===== src/rtl/spi_byte_queue.sv =====
// Byte queue between a host and an SPI master: a TX FIFO feeds the master one byte at a time
// and each received byte goes into an RX FIFO. A missing spi_done times the exchange out.
//
// state   | meaning
// S_IDLE  | waiting for a byte in the TX FIFO
// S_LOAD  | spi_send pulse, TX head popped
// S_WAIT  | exchange in flight, timeout counter running
// S_STORE | captured byte pushed into the RX FIFO
module spi_byte_queue #(
  parameter int DEPTH   = 8,
  parameter int TIMEOUT = 1023
) (
  input  logic       clock,
  input  logic       reset,
  input  logic       wr_en,
  input  logic [7:0] wr_data,
  output logic       tx_full,
  input  logic       rd_en,
  output logic [7:0] rd_data,
  output logic       rx_empty,
  output logic [4:0] tx_count,
  output logic [4:0] rx_count,
  output logic [7:0] spi_data,
  output logic       spi_send,
  input  logic       spi_done,
  input  logic [7:0] spi_rx_data,
  output logic       busy,
  output logic       rx_overflow,
  output logic       timeout_err
);

  localparam int         AW       = (DEPTH > 1) ? $clog2(DEPTH) : 1;
  localparam logic [4:0] DEPTH_C  = 5'(DEPTH);
  localparam logic [9:0] TMO_LAST = 10'(TIMEOUT - 1);

  typedef enum logic [1:0] {S_IDLE, S_LOAD, S_WAIT, S_STORE} state_t;

  state_t state, state_nxt;

  logic [7:0]    tx_mem [DEPTH];
  logic [AW-1:0] tx_wr_ptr, tx_rd_ptr;
  logic [4:0]    tx_cnt;
  logic [7:0]    rx_mem [DEPTH];
  logic [AW-1:0] rx_wr_ptr, rx_rd_ptr;
  logic [4:0]    rx_cnt;

  logic [9:0] tmo_cnt;
  logic [7:0] rx_capture;
  logic       tx_pop_req, rx_push_req, tmo_hit;
  logic       tx_push, tx_pop, rx_push, rx_pop;

  assign tx_full  = (tx_cnt == DEPTH_C);
  assign tx_count = tx_cnt;
  assign rx_empty = (rx_cnt == 5'd0);
  assign rx_count = rx_cnt;
  assign rd_data  = rx_empty ? 8'h00 : rx_mem[rx_rd_ptr];

  // Full FIFO refuses pushes and empty FIFO refuses pops, which also resolves the
  // simultaneous push/pop corner cases.
  assign tx_push = wr_en && !tx_full;
  assign tx_pop  = tx_pop_req && (tx_cnt != 5'd0);
  assign rx_push = rx_push_req && (rx_cnt != DEPTH_C);
  assign rx_pop  = rd_en && !rx_empty;

  always_ff @(posedge clock) begin
    if (tx_push) tx_mem[tx_wr_ptr] <= wr_data;
    if (rx_push) rx_mem[rx_wr_ptr] <= rx_capture;
  end

  always_ff @(posedge clock) begin
    if (reset) begin
      tx_wr_ptr <= '0;
      tx_rd_ptr <= '0;
      tx_cnt    <= 5'd0;
      rx_wr_ptr <= '0;
      rx_rd_ptr <= '0;
      rx_cnt    <= 5'd0;
    end else begin
      if (tx_push) tx_wr_ptr <= tx_wr_ptr + 1'b1;
      if (tx_pop)  tx_rd_ptr <= tx_rd_ptr + 1'b1;
      if (tx_push && !tx_pop)      tx_cnt <= tx_cnt + 5'd1;
      else if (!tx_push && tx_pop) tx_cnt <= tx_cnt - 5'd1;
      if (rx_push) rx_wr_ptr <= rx_wr_ptr + 1'b1;
      if (rx_pop)  rx_rd_ptr <= rx_rd_ptr + 1'b1;
      if (rx_push && !rx_pop)      rx_cnt <= rx_cnt + 5'd1;
      else if (!rx_push && rx_pop) rx_cnt <= rx_cnt - 5'd1;
    end
  end

  always_ff @(posedge clock) begin
    if (reset) state <= S_IDLE;
    else       state <= state_nxt;
  end

  always_comb begin
    state_nxt = state;
    case (state)
      S_IDLE:  if (tx_cnt != 5'd0) state_nxt = S_LOAD;
      S_LOAD:  state_nxt = S_WAIT;
      S_WAIT: begin
        if (spi_done)     state_nxt = S_STORE;
        else if (tmo_hit) state_nxt = S_IDLE;
      end
      S_STORE: state_nxt = S_IDLE;
      default: state_nxt = S_IDLE;
    endcase
  end

  always_comb begin
    spi_send    = (state == S_LOAD);
    busy        = (state != S_IDLE);
    tx_pop_req  = (state == S_LOAD);
    rx_push_req = (state == S_STORE);
    tmo_hit     = (state == S_WAIT) && !spi_done && (tmo_cnt == TMO_LAST);
  end

  // spi_data is loaded on the way into LOAD so it is already valid alongside spi_send.
  always_ff @(posedge clock) begin
    if (reset) begin
      spi_data    <= 8'h00;
      rx_capture  <= 8'h00;
      tmo_cnt     <= 10'd0;
      rx_overflow <= 1'b0;
      timeout_err <= 1'b0;
    end else begin
      if (state == S_IDLE && tx_cnt != 5'd0) spi_data <= tx_mem[tx_rd_ptr];
      if (state == S_LOAD)      tmo_cnt <= 10'd0;
      else if (state == S_WAIT) tmo_cnt <= tmo_cnt + 10'd1;
      if (state == S_WAIT && spi_done) rx_capture <= spi_rx_data;
      if (tmo_hit) timeout_err <= 1'b1;
      if (rx_push_req && (rx_cnt == DEPTH_C)) rx_overflow <= 1'b1;
    end
  end

endmodule


===== config.mk =====
export PLATFORM = sky130hd
export DESIGN_NAME = spi_byte_queue
export DESIGN_NICKNAME = d
export VERILOG_FILES = /design/src/rtl/spi_byte_queue.sv
export SDC_FILE = /design/constraint.sdc
export NUM_CORES = 1
export LEC_CHECK = 0
export BUFFER_PORTS_ARGS = -buffer_cell sky130_fd_sc_hd__clkbuf_2
export CORE_UTILIZATION = 49
export DETAILED_ROUTE_END_ITERATION = 12
export PLACE_DENSITY = 0.67
export SYNTH_ARGS = -nofsm -noshare
export SYNTH_HDL_FRONTEND = slang
export SYNTH_SLANG_ARGS = --single-unit

===== constraint.sdc =====
create_clock -name clock -period 7.7 [get_ports clock]
set_input_delay 1.54 -clock clock [delete_from_list [all_inputs] [get_ports clock]]
set_output_delay 1.54 -clock clock [all_outputs]
set_load 0.01 [all_outputs]

==> results_dict.tcl, run 1 <==
set metrics [dict create \
    post-route-min-period_ps 3985 \
    syn_to_final_growth_pct 13.14 \
    ant_nets 0 \
    crit_buf_inv 1 \
    postSynthCellCount 494 \
    ys_seq_elements 183 \
    cts-htree-levels 4 \
    clock_skew_ps 9.217 \
    path_cells "mux4_2, mux2i_1, nor2_1, clkbuf_2" \
    yosys-top-cells-count "edfxtp_1, nor2_1, dfxtp_1" \
    start_kind "flop" \
    path_clk_slew_ps 70 \
    critPathSlowestCell "dfxtp_1" \
    yosysWarningCount 0 \
    port_buffers 52 \
    insertion_delay_ps 420 \
    grt_overflow 0 \
    netlist_top_cells_area "edfxtp_1, dfxtp_1, mux4_2, mux4_1, nor2_1" \
    first_iter_violations 237 \
    hold_class "flop to flop" \
    cp-end-kind "output pin" \
    peakVddDrop_v 0.0001994 \
    cts_sinks 183 \
    drive_gt1_share_pct 23.43 \
    grt_pass1_wl_mm 22.05 \
    numCtsBuffers 17 \
    design_area_sq_um 8466 \
    rr_worst_depth 9 \
    r2r_end "tx_count[4]" \
    hold_viol_final 0 \
    ys_seq_area_share_pct 66.09 \
    drv_slew 0 \
    n_antenna_cell 0 \
    synth.net_count 533 \
    die_w_um 125.6 \
    place.gp.congestion 0.7303 \
    start_util_pct 50.90 \
    synth_top_area_cell "edfxtp_1" \
    yosysMostFrequentCell "edfxtp_1" \
    cpPeakStageDelay_ps 1030 \
    yosysUniqueCellTypes 43 \
    routed_wl_mm 13.80 \
    worst_slew_pin_slew_ps 1073 \
    p_per_area_nw_per_um2 331.2 \
    holdBufCountCts 0 \
    cts-root-buf "clkbuf_16" \
    multi_input_area_sq_um 2395 \
    drt-pass1-iter-count 10 \
    route.detailed.drc 3 \
    antenna_found_initial 0 \
    worstHoldStart "spi_data[3]" \
    fmax_mhz 250.9 \
    synth_edf_count 128 \
    rsz0062_at_grt "false" \
    die_h_um 125.6 \
    dpl_cell_area_sq_um 7909 \
    setup_viol 0 \
    seq_area_sq_um 4945 \
    vias 4132 \
    cts_tree "done" \
    core_area_sq_um 14700 \
    violations "DRC" \
    syn_area_per_cell_sq_um 15.15 \
    clockBufferDepth 2 \
    cp_top_family "flip-flops" \
    via_per_inst 5.561 \
    die_area_sq_um 15770 \
    dp_hpwl_mm 9.076 \
    r2r-start "tx_count[0]" \
    synth_flop_cell "edfxtp_1" \
    std_cell_rows 44 \
    nets 585 \
    worstPathMaxFanout 16 \
    setup-tns-final_ps 0 \
    postSynth.asyncResetShare_pct 0 \
    synth_top_area_share_pct 51.37 \
    outcome "finished with violations" \
    hold_path_depth 1 \
    syn_area_sq_um 7482 \
    post_drt_wl_per_cell_um 18.57 \
    min_to "spi_data[3]" \
    p_leak_nw 2.918 \
    cts_resized 0 \
    io_pins 53 \
    cp.depth 4 \
    cts_setup_buffers 0 \
    grtUsageTotal_pct 18.79 \
    slew_headroom_pct 28.38 \
    cp.required_ps 6160 \
    rrSetupSlack_ps 4710 \
    nFillCells 1144 \
    grt_max_degree 43 \
    post-route-period-util_pct 51.75 \
    grt_pass1_vias 4095 \
    critPathArrivalTime_ps 2450 \
    path_class "flop to output pin" \
    drv_cap 0 \
]
## power breakdown
| group | internal, mW | leakage [nW] | switching [mW] |
|---|---|---|---|
| clock network | 0.429 | 0.263 | 0.379 |
| registers | 1.14 | 1.61 | 0.135 |
| logic | 0.352 | 1.05 | 0.367 |
## cell families after synthesis
group	count (synthesis)	share of synthesized area (%)
flops	183	66.09
simple gates	133	8.411
buf+inv	35	2.241
xor+xnor	20	2.341
mux	55	13.38
fa+ha+maj	18	3.211
compound gates	50	4.331
## metal layers
layer / share of wire, % / routed length [um] / GRT usage, %
met5: 0 / 0 / 0
met4: 1.7 / 235 / 7.747
met3: 2.9 / 405 / 3.552
met2: 51 / 7002 / 32.22
met1: 45 / 6152 / 23.44
## cells in the final DEF, fill, tap and decap left out, types with 3 or more instances in the layout
| master | instances |
|---|---|
| xnor2_1 | 8 |
| mux4_1 | 10 |
| ha_1 | 16 |
| mux2_2 | 10 |
| nor3b_2 | 3 |
| nand2_1 | 22 |
| a31oi_1 | 3 |
| edfxtp_1 | 128 |
| nor2b_1 | 5 |
| mux4_2 | 22 |
| a21oi_1 | 23 |
| dfxtp_1 | 55 |
| nand3b_1 | 4 |
| buf_4 | 5 |
| nor2_1 | 56 |
| nand3_1 | 12 |
| mux2i_1 | 13 |
| a211oi_1 | 3 |
| clkbuf_16 | 17 |
| nor3_1 | 8 |
| clkinvlp_4 | 4 |
| o211ai_1 | 3 |
| nand2b_1 | 7 |
| inv_6 | 5 |
| inv_1 | 11 |
| clkbuf_2 | 52 |
| xor2_1 | 12 |
| a22o_1 | 8 |
## worst reg2reg max path, cell delays in order (launching register included)
cell and delay, ps:
dfxtp_1 360, or4_1 660, o21a_1 290, ha_1 260, inv_1 150, ha_1 290
a21oi_1 210, a211oi_1 110, a31oi_1 190, mux2_2 350
## sequential cells by signal, summed over array words and instances (netlist names), named ones only
| signal | cells |
|---|---|
| tx_count | 5 |
| tx_rd_ptr | 3 |
| tx_mem | 64 |
| rx_mem | 64 |
| spi_data | 8 |
| rx_count | 5 |
| tmo_cnt | 10 |
| rx_overflow | 1 |
| rx_rd_ptr | 3 |
| rx_capture | 8 |
| tx_wr_ptr | 3 |
| rx_wr_ptr | 3 |
| timeout_err | 1 |
| state | 2 |
## how the worst max path moves through the flow
| stage | startpoint | to | slack [ps] |
|---|---|---|---|
| after floorplan | wr_en | tx_count[4] | 4510 |
| after global placement | flop | rd_data[7] | 4120 |
| after detailed placement | flop | rd_data[7] | 4060 |
| after CTS | flop | rd_data[7] | 3610 |
| after global routing | flop | rd_data[7] | 3470 |
| final | flop | rd_data[7] | 3710 |
## through the flow
step	setup slack [ps]	hold slack [ps]	cells	utilization (%)	power, mW
after floorplan	4506	475.2	494	-	1.806
after global placement	4116	461.4	711	53.80	1.997
after detailed placement	4063	473.1	711	53.80	2.027
after CTS	3607	488.8	743	57.59	2.831
after global routing	3472	524.5	743	57.59	2.954
final	3715	483.0	743	57.59	2.804
## layout make-up
type | instances | share of cell area (%)
Clock inverter | 14 | 1.389
Multi-Input combinational cell | 276 | 28.29
Timing Repair Buffer | 57 | 3.518
Tap cell | 184 | 2.719
Clock buffer | 18 | 5.188
Sequential cell | 183 | 58.41
Inverter | 11 | 0.4877
Note: power is estimated with default switching activity, not from simulation.
==> run 2: changes to the inputs <==
clock period = 4.05 ns   (was 7.7 ns; I/O delays follow)
==> run 2 against run 1 <==
Critical path depth stayed put; count of clock-buffer cells in the layout is 3 higher; the run still ends with DRC left; die area did not move; largest power group unchanged; largest cell class unchanged; cell count is 0.40% higher; power increased by 93%; utilization rose by 0.30 points.
==> results_dict.tcl, run 2 (synthesis gave the netlist of run 1 again) <==
set metrics [dict create \
    outcome "finished with violations" \
    violations "DRC" \
    path_clk_slew_ps 70 \
    cts_sinks 183 \
    worst_slew_pin_slew_ps 1132 \
    io_pins 53 \
    std_cell_rows 44 \
    cp.required_ps 3240 \
    post-route-period-util_pct 76.28 \
    die_h_um 125.6 \
    antenna_found_initial 0 \
    route.detailed.drc 3 \
    path_class "flop to output pin" \
    design_area_sq_um 8509 \
    start_kind "flop" \
    drv_cap 0 \
    hold_viol_final 0 \
    fmax_mhz 323.7 \
    path_cells "or4_1, nor2_1, nor2_1, clkbuf_2" \
    grt_pass1_vias 4272 \
    drt-pass1-iter-count 9 \
    grt_overflow 0 \
    cp_top_family "simple AND/OR/NAND/NOR gates" \
    die_w_um 125.6 \
    p_per_area_nw_per_um2 636.9 \
    grtUsageTotal_pct 19.10 \
    min_to "spi_data[3]" \
    layout_top_registers "rx_mem: 64 flops, tx_mem: 64 flops, tmo_cnt: 10 flops" \
    setup-tns-final_ps 0 \
    rsz0062_at_grt "false" \
    cts_setup_buffers 0 \
    nFillCells 1138 \
    via_per_inst 5.483 \
    total_power_mw 5.419 \
    nets 588 \
    holdBufCountCts 0 \
    hold_path_depth 1 \
    core_area_sq_um 14700 \
    r2r_end "tx_count[4]" \
    grt_max_degree 25 \
    layout_common_cells "edfxtp_1, nor2_1, dfxtp_1" \
    numCtsBuffers 17 \
    place.gp.congestion 0.7557 \
    rrSetupSlack_ps 1110 \
    syn_to_final_growth_pct 13.73 \
    crit_buf_inv 1 \
    clockBufferDepth 2 \
    hold_class "flop to flop" \
    final_common_cell "edfxtp_1" \
    worstHoldStart "spi_data[3]" \
    drive_gt1_share_pct 23.31 \
    post_drt_wl_per_cell_um 18.46 \
    dpl_cell_area_sq_um 7926 \
    cpPeakStageDelay_ps 610 \
    critPathArrivalTime_ps 2280 \
    multi_input_area_sq_um 2390 \
    cts_resized 0 \
    die_area_sq_um 15770 \
    setup_viol 0 \
    start_util_pct 50.90 \
    port_buffers 52 \
    drv_slew 0 \
    cts-htree-levels 4 \
    grt_pass1_wl_mm 22.40 \
    rr_worst_depth 9 \
    first_iter_violations 191 \
    p_leak_nw 2.941 \
    clock_skew_ps 6.392 \
    seq_area_sq_um 4945 \
    worstPathMaxFanout 9 \
    r2r-start "tx_count[0]" \
    post-route-min-period_ps 3089 \
    cts-root-buf "clkbuf_16" \
    crit_top_cell "nor2_1" \
    n_antenna_cell 0 \
    dp_hpwl_mm 9.062 \
    cp-end-kind "output pin" \
    vias 4090 \
    critPathSlowestCell "nor2_1" \
    peakVddDrop_v 0.0004011 \
    ant_nets 0 \
    routed_wl_mm 13.77 \
    cts_tree "done" \
    slew_headroom_pct 24.40 \
    insertion_delay_ps 430 \
]
[run 2: cell types whose count changed in the layout (fill, tap and decap cells not counted), sizes merged]
cell / change
buf: +3
clkbuf: +3
clkinv: -2
clkinvlp: -2
bufinv: +1
[run 2: final cells by class]
type / instances / area share [%]
Multi-Input combinational cell: 276 / 28.08
Inverter: 11 / 0.4852
Clock inverter: 11 / 1.309
Tap cell: 184 / 2.705
Sequential cell: 183 / 58.11
Clock buffer: 21 / 5.543
Timing Repair Buffer: 60 / 3.764
[run 2: stage by stage]
step | setup slack, ps | instances | hold WS [ps] | utilization, %
2_1_floorplan | 1348 | 494 | 475.2 | -
3_3_place_gp | 1234 | 714 | 463.1 | 53.92
3_5_place_dp | 1136 | 714 | 463.9 | 53.92
4_1_cts | 924.5 | 746 | 482.9 | 57.89
5_1_grt | 831.8 | 746 | 511.6 | 57.89
6_report | 960.8 | 746 | 479.9 | 57.89
[run 2: per-layer routing]
| metal | GRT usage, % | share of wire (%) | vias up |
|---|---|---|---|
| met1 | 23.71 | 43 | 2022 |
| met4 | 6.671 | 1.1 | 0 |
| met3 | 3.937 | 3.4 | 15 |
| met5 | 0 | 0 | - |
| li1 | - | - | 1979 |
| met2 | 33.20 | 52 | 74 |
[run 2: where the power goes]
part           internal (mW)  leakage [nW]  switching (mW)
Sequential              2.17          1.61           0.222
Clock                  0.911         0.281           0.695
Combinational          0.678          1.05           0.744
[run 2: worst max-delay path by stage]
stage / from / to / depth (start not counted)
finish: rx_count[0] / rd_data[4] / 4
floorplan: tx_count[0] / tx_count[4] / 10
global placement: tx_count[0] / tx_count[4] / 9
global route: rx_count[0] / rd_data[4] / 4
detailed placement: tx_count[0] / tx_count[4] / 9
CTS: rx_count[0] / rd_data[4] / 4
==> run 3: changes to the inputs <==
clock period = 3.15 ns   (was 4.05 ns; I/O delays follow)
==> run 3 against run 2 <==
Wire length rose by 3.8%; die area did not move; via count grew 4.6%; global-route usage rose by 0.93 points; the run still ends with DRC left; worst setup slack got worse by 790 ps; clock power up 39%; largest power group unchanged; critical endpoint is now tx_count[4]; worst hold slack got worse by 27 ps; combinational power rose by 39%; cell count rose by 2.7%; sequential power is 26% higher.
==> results_dict.tcl, run 3 (synthesis gave the netlist of run 1 again) <==
set metrics [dict create \
    cts_resized 0 \
    route.detailed.drc 3 \
    rsz0062_at_grt "false" \
    peakVddDrop_v 0.0005313 \
    start_util_pct 50.90 \
    holdWs_ps 452.8 \
    nets 608 \
    cts-htree-levels 4 \
    violations "DRC" \
    slew_headroom_pct 43.86 \
    setup_viol 0 \
    grt_overflow 0 \
    outcome "finished with violations" \
    die_area_sq_um 15770 \
    setup-tns-final_ps 0 \
    drv_cap 0 \
    post-route-period-util_pct 94.44 \
    p_leak_nw 3.077 \
    grt_pass1_wl_mm 23.45 \
    holdBufCountCts 0 \
    numCtsBuffers 17 \
    hold_class "input port to flop" \
    ant_nets 0 \
    switching_share_pct 29.98 \
    power_frac_comb_pct 27.4 \
    drv_slew 0 \
    dp_hpwl_mm 9.535 \
    via_per_inst 5.587 \
    grt_max_degree 23 \
    seq_power_share_pct 41.6 \
    path_clk_slew_ps 70 \
    drt-pass1-iter-count 8 \
    std_cell_rows 44 \
    cts-root-buf "clkbuf_16" \
    layout_common_cells "edfxtp_1, nor2_1, dfxtp_1" \
    worst_slew_pin_slew_ps 841.0 \
    drive_gt1_share_pct 25.09 \
    port_buffers 52 \
    grt_pass1_vias 4488 \
    cts_setup_buffers 0 \
    n_antenna_cell 0 \
    cp-end-kind "flop" \
    p_per_area_nw_per_um2 831.5 \
    core_area_sq_um 14700 \
    path_class "flop to flop" \
    r2r-start "tx_count[0]" \
    cts_sinks 183 \
    grtUsageTotal_pct 20.02 \
    post_drt_wl_per_cell_um 18.67 \
    cts_tree "done" \
    first_iter_violations 214 \
    cp.required_ps 3460 \
    worstHoldStart "spi_rx_data[1]" \
    final_common_cell "edfxtp_1" \
    antenna_found_initial 0 \
    vias 4280 \
    worstPathMaxFanout 6 \
    fmax_mhz 336.1 \
    start_kind "flop" \
    insertion_delay_ps 420 \
    layout_top_registers "rx_mem: 64 flops, tx_mem: 64 flops, tmo_cnt: 10 flops" \
    stdcell_count 766 \
    clockBufferDepth 2 \
    die_w_um 125.6 \
    post-route-min-period_ps 2975 \
    switchingPower_mw 2.165 \
    p_int_mw 5.055 \
    cp-startpoint "tx_count[0]" \
    clock_skew_ps 4.857 \
    die_h_um 125.6 \
    critPathArrivalTime_ps 3290 \
    place.gp.congestion 0.7869 \
    io_pins 53 \
    dpl.cell_count 734 \
    hold_viol_final 0 \
    clockPowerShare_pct 31.0 \
    routed_wl_mm 14.30 \
    syn_to_final_growth_pct 16.05 \
]
-- run 3: cell types whose count changed in the layout (fill, tap and decap cells not counted), sizes merged --
cell,before,now
buf,8,28
bufinv,1,4
clkbuf,73,71
clkinv,3,5
inv,16,15
clkinvlp,2,0
-- run 3: final cells by class --
cell class / instances / area [sq um]
Clock buffer: 19 / 432.9
Clock inverter: 13 / 193.9
Fill cell: 1175 / 6016
Inverter: 11 / 41.29
Multi-Input combinational cell: 276 / 2370
Sequential cell: 183 / 4945
Tap cell: 184 / 230.2
Timing Repair Buffer: 80 / 470.5
-- run 3: worst max-delay path: stages (launching register included) --
cell      delay [ps]
dfxtp_1          350
or4_1            670
o21a_1           290
ha_1             250
inv_1            150
ha_1             290
a21oi_1          220
a211oi_1         120
a31oi_1          170
mux2_2           340
-- run 3: layer usage --
metal / global-route usage, % / up-vias / part of all wire (%)
met5: 0 / - / 0
met3: 3.937 / 27 / 3.1
li1: - / 2029 / -
met4: 9.039 / 0 / 2.3
met2: 35.95 / 80 / 53
met1: 23.13 / 2144 / 42
-- run 3: worst paths after layout --
check                  endpoint  slack, ps  depth (start not counted)
setup / recovery    tx_count[4]        180                          9
hold / removal    rx_capture[1]        450                          3
setup reg to reg    tx_count[4]        180                          9
hold reg to reg     spi_data[0]        490                          1
-- run 3: metrics by stage --
| stage | power (mW) | worst slack (ps) | area [sq um] | util (%) |
|---|---|---|---|---|
| 3_5_place_dp | 5.041 | 201.4 | 8056 | 54.81 |
| 2_1_floorplan | 4.415 | 447.7 | 7482 | - |
| 5_1_grt | 7.590 | 20.25 | 8683 | 59.07 |
| 3_3_place_gp | 4.961 | 344.7 | 8056 | 54.81 |
| 4_1_cts | 7.291 | 190.7 | 8683 | 59.07 |
| 6_report | 7.221 | 175.1 | 8683 | 59.07 |
-- run 3: power by group through the flow --
stage / clock network (mW) / logic (mW) / registers [mW]
global placement: 0 / 1.93 / 3.04
CTS: 2.29 / 2.00 / 3.01
floorplan: 0 / 1.40 / 3.01
global route: 2.37 / 2.18 / 3.04
detailed placement: 0 / 1.98 / 3.06
finish: 2.24 / 1.98 / 3.01
